[config.mk]
export PLATFORM = sky130hd
export DESIGN_NAME = pipe_mdu_ctrl
export DESIGN_NICKNAME = d
export VERILOG_FILES = /design/src/rtl/pipe_mdu_ctrl.sv
export SDC_FILE = /design/constraint.sdc
export NUM_CORES = 1
export LEC_CHECK = 0
export CORE_MARGIN = 2
export CORE_UTILIZATION = 60
export DETAILED_ROUTE_END_ITERATION = 7
export PLACE_DENSITY = 0.83
export SLEW_MARGIN = 20
export SYNTH_ARGS = -nofsm -noshare
export SYNTH_HDL_FRONTEND = slang
export SYNTH_SLANG_ARGS = --single-unit
[constraint.sdc]
create_clock -name clk -period 7.9 [get_ports clk]
set_input_delay 1.185 -clock clk [delete_from_list [all_inputs] [get_ports clk]]
set_output_delay 1.185 -clock clk [all_outputs]
set_load 0.01 [all_outputs]
[src/rtl/pipe_mdu_ctrl.sv]
// rtl/pipe_mdu_ctrl.sv - iterative multiply/divide sequencer with HI/LO registers and ID stall
module pipe_mdu_ctrl #(
    parameter int WIDTH = 32,
    parameter int CNTW  = 5
) (
    input  logic             clk,
    input  logic             rst,
    input  logic             start,
    input  logic [1:0]       op,
    input  logic [WIDTH-1:0] a,
    input  logic [WIDTH-1:0] b,
    input  logic             rd_hilo,
    input  logic             wr_hi,
    input  logic             wr_lo,
    input  logic [WIDTH-1:0] wdata,
    output logic [WIDTH-1:0] hi,
    output logic [WIDTH-1:0] lo,
    output logic             busy,
    output logic             done,
    output logic             nostall
);

    typedef enum logic [1:0] {
        IDLE = 2'd0,
        RUN  = 2'd1,
        FIX  = 2'd2
    } state_t;

    state_t state, state_nxt;

    logic [WIDTH-1:0] mag_a, mag_b, a_lat;
    logic [WIDTH-1:0] acc_hi, acc_lo;   // multiply: product halves; divide: rem / quo
    logic             neg_q, neg_r, dz, is_div;
    logic [CNTW-1:0]  count;

    logic             start_acc;
    logic             signed_op;
    logic [WIDTH:0]   mul_sum;
    logic [WIDTH:0]   rem_sh;
    logic             trial_ok;
    logic [WIDTH-1:0] trial;
    logic [2*WIDTH-1:0] prod, prod_fix;
    logic [WIDTH-1:0] quo_fix, rem_fix;

    // Any HI/LO or new-op access while the unit is busy must wait in ID
    assign nostall   = ~(busy & (start | rd_hilo | wr_hi | wr_lo));
    assign start_acc = (state == IDLE) & start & nostall;
    assign signed_op = op[0];

    // One radix-2 step of each datapath plus the sign fix-up applied in FIX
    always_comb begin
        mul_sum  = acc_lo[0] ? ({1'b0, acc_hi} + {1'b0, mag_a}) : {1'b0, acc_hi};
        rem_sh   = {acc_hi, acc_lo[WIDTH-1]};
        trial_ok = (rem_sh >= {1'b0, mag_b});
        // when the trial succeeds the difference is below mag_b, so WIDTH bits suffice
        trial    = rem_sh[WIDTH-1:0] - mag_b;
        prod     = {acc_hi, acc_lo};
        prod_fix = neg_q ? -prod : prod;
        quo_fix  = neg_q ? -acc_lo : acc_lo;
        rem_fix  = neg_r ? -acc_hi : acc_hi;
    end

    // State register
    always_ff @(posedge clk) begin
        if (rst) state <= IDLE;
        else     state <= state_nxt;
    end

    // Next-state: IDLE -> RUN on accepted start, RUN for WIDTH cycles, one FIX cycle
    always_comb begin
        state_nxt = state;
        case (state)
            IDLE:    if (start_acc) state_nxt = RUN;
            RUN:     if (count == CNTW'(WIDTH - 1)) state_nxt = FIX;
            FIX:     state_nxt = IDLE;
            default: state_nxt = IDLE;
        endcase
    end

    // Operand latch, iteration datapath, HI/LO writes and status flags
    always_ff @(posedge clk) begin
        if (rst) begin
            hi     <= '0;
            lo     <= '0;
            busy   <= 1'b0;
            done   <= 1'b0;
            count  <= '0;
            mag_a  <= '0;
            mag_b  <= '0;
            a_lat  <= '0;
            acc_hi <= '0;
            acc_lo <= '0;
            neg_q  <= 1'b0;
            neg_r  <= 1'b0;
            dz     <= 1'b0;
            is_div <= 1'b0;
        end else begin
            done <= 1'b0;
            case (state)
                IDLE: begin
                    if (start_acc) begin
                        mag_a  <= (signed_op & a[WIDTH-1]) ? -a : a;
                        mag_b  <= (signed_op & b[WIDTH-1]) ? -b : b;
                        a_lat  <= a;
                        neg_q  <= signed_op & (a[WIDTH-1] ^ b[WIDTH-1]);
                        neg_r  <= signed_op & a[WIDTH-1];
                        dz     <= op[1] & (b == '0);
                        is_div <= op[1];
                        count  <= '0;
                        busy   <= 1'b1;
                        acc_hi <= '0;
                        // multiplier shifts out of acc_lo; dividend shifts out of quo
                        if (op[1]) acc_lo <= (signed_op & a[WIDTH-1]) ? -a : a;
                        else       acc_lo <= (signed_op & b[WIDTH-1]) ? -b : b;
                    end else begin
                        if (wr_hi) hi <= wdata;
                        if (wr_lo) lo <= wdata;
                    end
                end
                RUN: begin
                    count <= count + CNTW'(1);
                    if (is_div) begin
                        acc_hi <= trial_ok ? trial : rem_sh[WIDTH-1:0];
                        acc_lo <= {acc_lo[WIDTH-2:0], trial_ok};
                    end else begin
                        acc_hi <= mul_sum[WIDTH:1];
                        acc_lo <= {mul_sum[0], acc_lo[WIDTH-1:1]};
                    end
                end
                FIX: begin
                    if (is_div) begin
                        if (dz) begin
                            lo <= '1;
                            hi <= a_lat;
                        end else begin
                            lo <= quo_fix;
                            hi <= rem_fix;
                        end
                    end else begin
                        hi <= prod_fix[2*WIDTH-1:WIDTH];
                        lo <= prod_fix[WIDTH-1:0];
                    end
                    done <= 1'b1;
                    busy <= 1'b0;
                end
                default: busy <= 1'b0;
            endcase
        end
    end

endmodule

==> impl_metrics.yaml <==
logic_synthesis:
  synth-simple-area-share_pct: 18.9
  synth_area_leaders: "dfxtp_1 27%, a21oi_1 6.3%, xnor2_1 6.3%, nand2_1 5.8%, a211oi_1 5.1%"
  synth_fp_nets: 2503
  postSynthCellCount: 2327
  yosys_warnings: 0
  synth_area_per_cell_um2: 7.53
  synth-xor-area-share_pct: 9.80
  syn_area_um2: 17500
  yosysTopAreaCell: "dfxtp_1"
  synth_adder_area_share_pct: 5.23
  ys_types: 91
  synth_top_family_by_area: "compound AO/OA/AOI/OAI gates"
  synthTopCellsByCount: "271 x nand2_1, 236 x dfxtp_1, 221 x a21oi_1"
  muxShareOfSynthArea_pct: 4.48
  synth_compound_area_share_pct: 28.8
  ys_ff_latch: 236
  async_flop_share_pct: 0
  seq_area_frac_synth_pct: 27.0
  synthMostInstantiatedCell: "nand2_1"
  synth_ff_type: "dfxtp_1"
  synth_edf_count: 0
  netlist.area_leader.share_pct: 27.0
floorplanning:
  placementRows: 62
  coreArea_um2: 28700
  initial_core_util_pct: 61.1
  die_area_um2: 30600
  die_x_um: 175
  fp.dieH_um: 175
  io-pin-count: 171
hold_path:
  hold_path.class: "register to register"
  hold_depth: 2
  holdPathEnd: "neg_q"
  min_from: "neg_q"
timing:
  tightest_slew_ns: 1.12
  maxSlewHeadroom_pct: 24.9
  timing.fmax_ghz: 0.230
  setup_viol: 0
  min_period_ns: 4.35
  rsz0062_at_grt: "no"
  final_hold_viol_count: 0
  finalSetupTns_ns: 0
  finalClockSkew_ns: 0.0307
  hold_ws_ns: 0.454
  slew_viol_final: 0
  finalCritPeriodShare_pct: 55.0
pwr:
  p_per_area_nw_per_um2: 195
  fin_total_pwr_mw: 3.90
  leakage_nw: 7.40
  ir_worst_vdd_uv: 177
clock_network:
  clockBufferDepth: 3
  clock_latency_ns: 0.58
  clock-sinks: 236
  cts_tree: "yes"
  cts_buffers: 27
  hold_buffers: 0
  cts_root_buf: "clkbuf_16"
  postCtsResizedCells: 0
  post_cts_buffers: 0
  path_clk_slew_ns: 0.07
  htreeDepth: 1
placement:
  port_buffers: 170
  gp_congestion: 0.981
  hpwl_um: 50100
  dp.cells: 2712
worst_setup_path:
  rr_worst_depth: 11
  rr_startpoint: "acc_hi[9]"
  cp_max_fo: 31
  r2r_setup_slack_ns: 3.55
  critPathRequiredTime_ns: 8.35
  start_kind: "register"
  crit_type: "register to register"
  r2r_end: "acc_hi[24]"
  endpoint_kind: "register"
  cp.arrival_ns: 4.79
status:
  status: "finished clean"
routing:
  first_pass_iters: 6
  antenna_left: 0
  wl_um: 67500
  post-route-drc-count: 0
  drt_iter0_drc: 2689
  via_per_inst: 6.86
  wl_per_cell_um: 24.4
  vias: 18946
cells_and_area:
  area.growth.synth_to_final_pct: 14.4
  fin_nets: 2533
  drive_gt1_share_pct: 4.71
  fin_cells: 2762
  fillCellCount: 2462
grt:
  grt_pass1_wl_um: 102000
  grt_start_max_net_pins: 94
  antenna_found_initial: 2
  grt_pass1_vias: 17204
  overflow: 0
  grtUsageTotal_pct: 42.8
job:
  maxCapViolations: 0
## registers in the layout (all words and copies together) (netlist names), 5 cells and up
register  count
a_lat        31
lo           32
count         5
mag_b        32
mag_a        32
acc_hi       32
acc_lo       32
hi           32
## metal layers
layer	share of wire, %	global-route usage, %	up-vias	wire length (um)
met5	0.019	0	-	13
met4	4.1	15.5	2	2760
met3	13	10.6	210	8540
met2	44	64.6	1282	29500
met1	40	59.3	8923	26700
li1	-	-	8529	-
## report_power, final
part	total, mW	internal (mW)	switching (mW)
combinational	1.20	0.462	0.741
sequential	1.41	1.29	0.120
clock	1.29	0.746	0.546
## how the worst max path moves through the flow
| stage | slack [ns] | start | depth (start not counted) | end |
|---|---|---|---|---|
| 5_1_grt | 3.32 | acc_hi[9] | 11 | acc_hi[21] |
| 2_1_floorplan | 4.25 | a[15] | 9 | acc_lo[28] |
| 6_report | 3.55 | acc_hi[9] | 11 | acc_hi[24] |
| 3_3_place_gp | 3.43 | a[15] | 10 | mag_a[30] |
| 3_5_place_dp | 3.40 | a[15] | 10 | mag_a[30] |
| 4_1_cts | 3.60 | acc_hi[9] | 11 | acc_hi[24] |
## per-stage QoR
step	area [um^2]	utilization [%]	worst slack, ns
2_1_floorplan	17500	-	4.25
3_3_place_gp	19200	66.8	3.43
3_5_place_dp	19200	66.8	3.40
4_1_cts	20000	69.8	3.60
5_1_grt	20100	69.9	3.32
6_report	20100	69.9	3.55
## kinds of logic (layout without fill, tap and decap cells)
kind of cell	count (synthesis)	count (layout)
AND/OR/NAND/NOR	722	722
XOR/XNOR	196	196
other	0	1
flip-flops	236	236
buffers and inverters	262	312
adder cells (fa/ha/maj)	72	72
AO/OA/AOI/OAI	761	761
multiplexers	78	78
## critical path, cell delays in order (launching register included)
cell and delay, ns:
dfxtp_1 0.75, ha_1 0.33, nand2_1 0.16, or3_1 0.43
nor4_1 0.72, nand4_1 0.16, o211ai_1 0.17, or2_1 0.36
buf_4 0.49, mux2i_1 0.26, a21oi_1 0.09, o211a_1 0.25
## layout by cell type (no fill, tap or decap), drive strengths merged, types with 31 or more instances in the layout
master,netlist,final
o211ai,31,31
ha,70,70
clkdlybuf4s50,0,168
xnor2,126,126
nand2,271,271
o21ai,142,142
dfxtp,236,236
nor2,203,203
nor3,50,50
o31ai,36,36
o221ai,44,44
nand3,44,44
or3,31,31
mux2i,74,74
clkbuf,171,42
inv,66,67
xor2,70,70
a21oi,221,221
a211oi,119,119
## cell type report
cell class / count / area (um^2) / share of cell area [%]
clock inverters: 7 / 103 / 0.512
well taps: 384 / 480 / 2.40
inverters: 67 / 251 / 1.25
flip-flops and latches: 236 / 4730 / 23.6
multi-input cells: 1829 / 11800 / 58.9
repair buffers: 196 / 1890 / 9.44
diodes: 1 / 2.50 / 0.0125
clock buffers: 42 / 782 / 3.90
No activity file was read; power rests on OpenSTA's default activity.
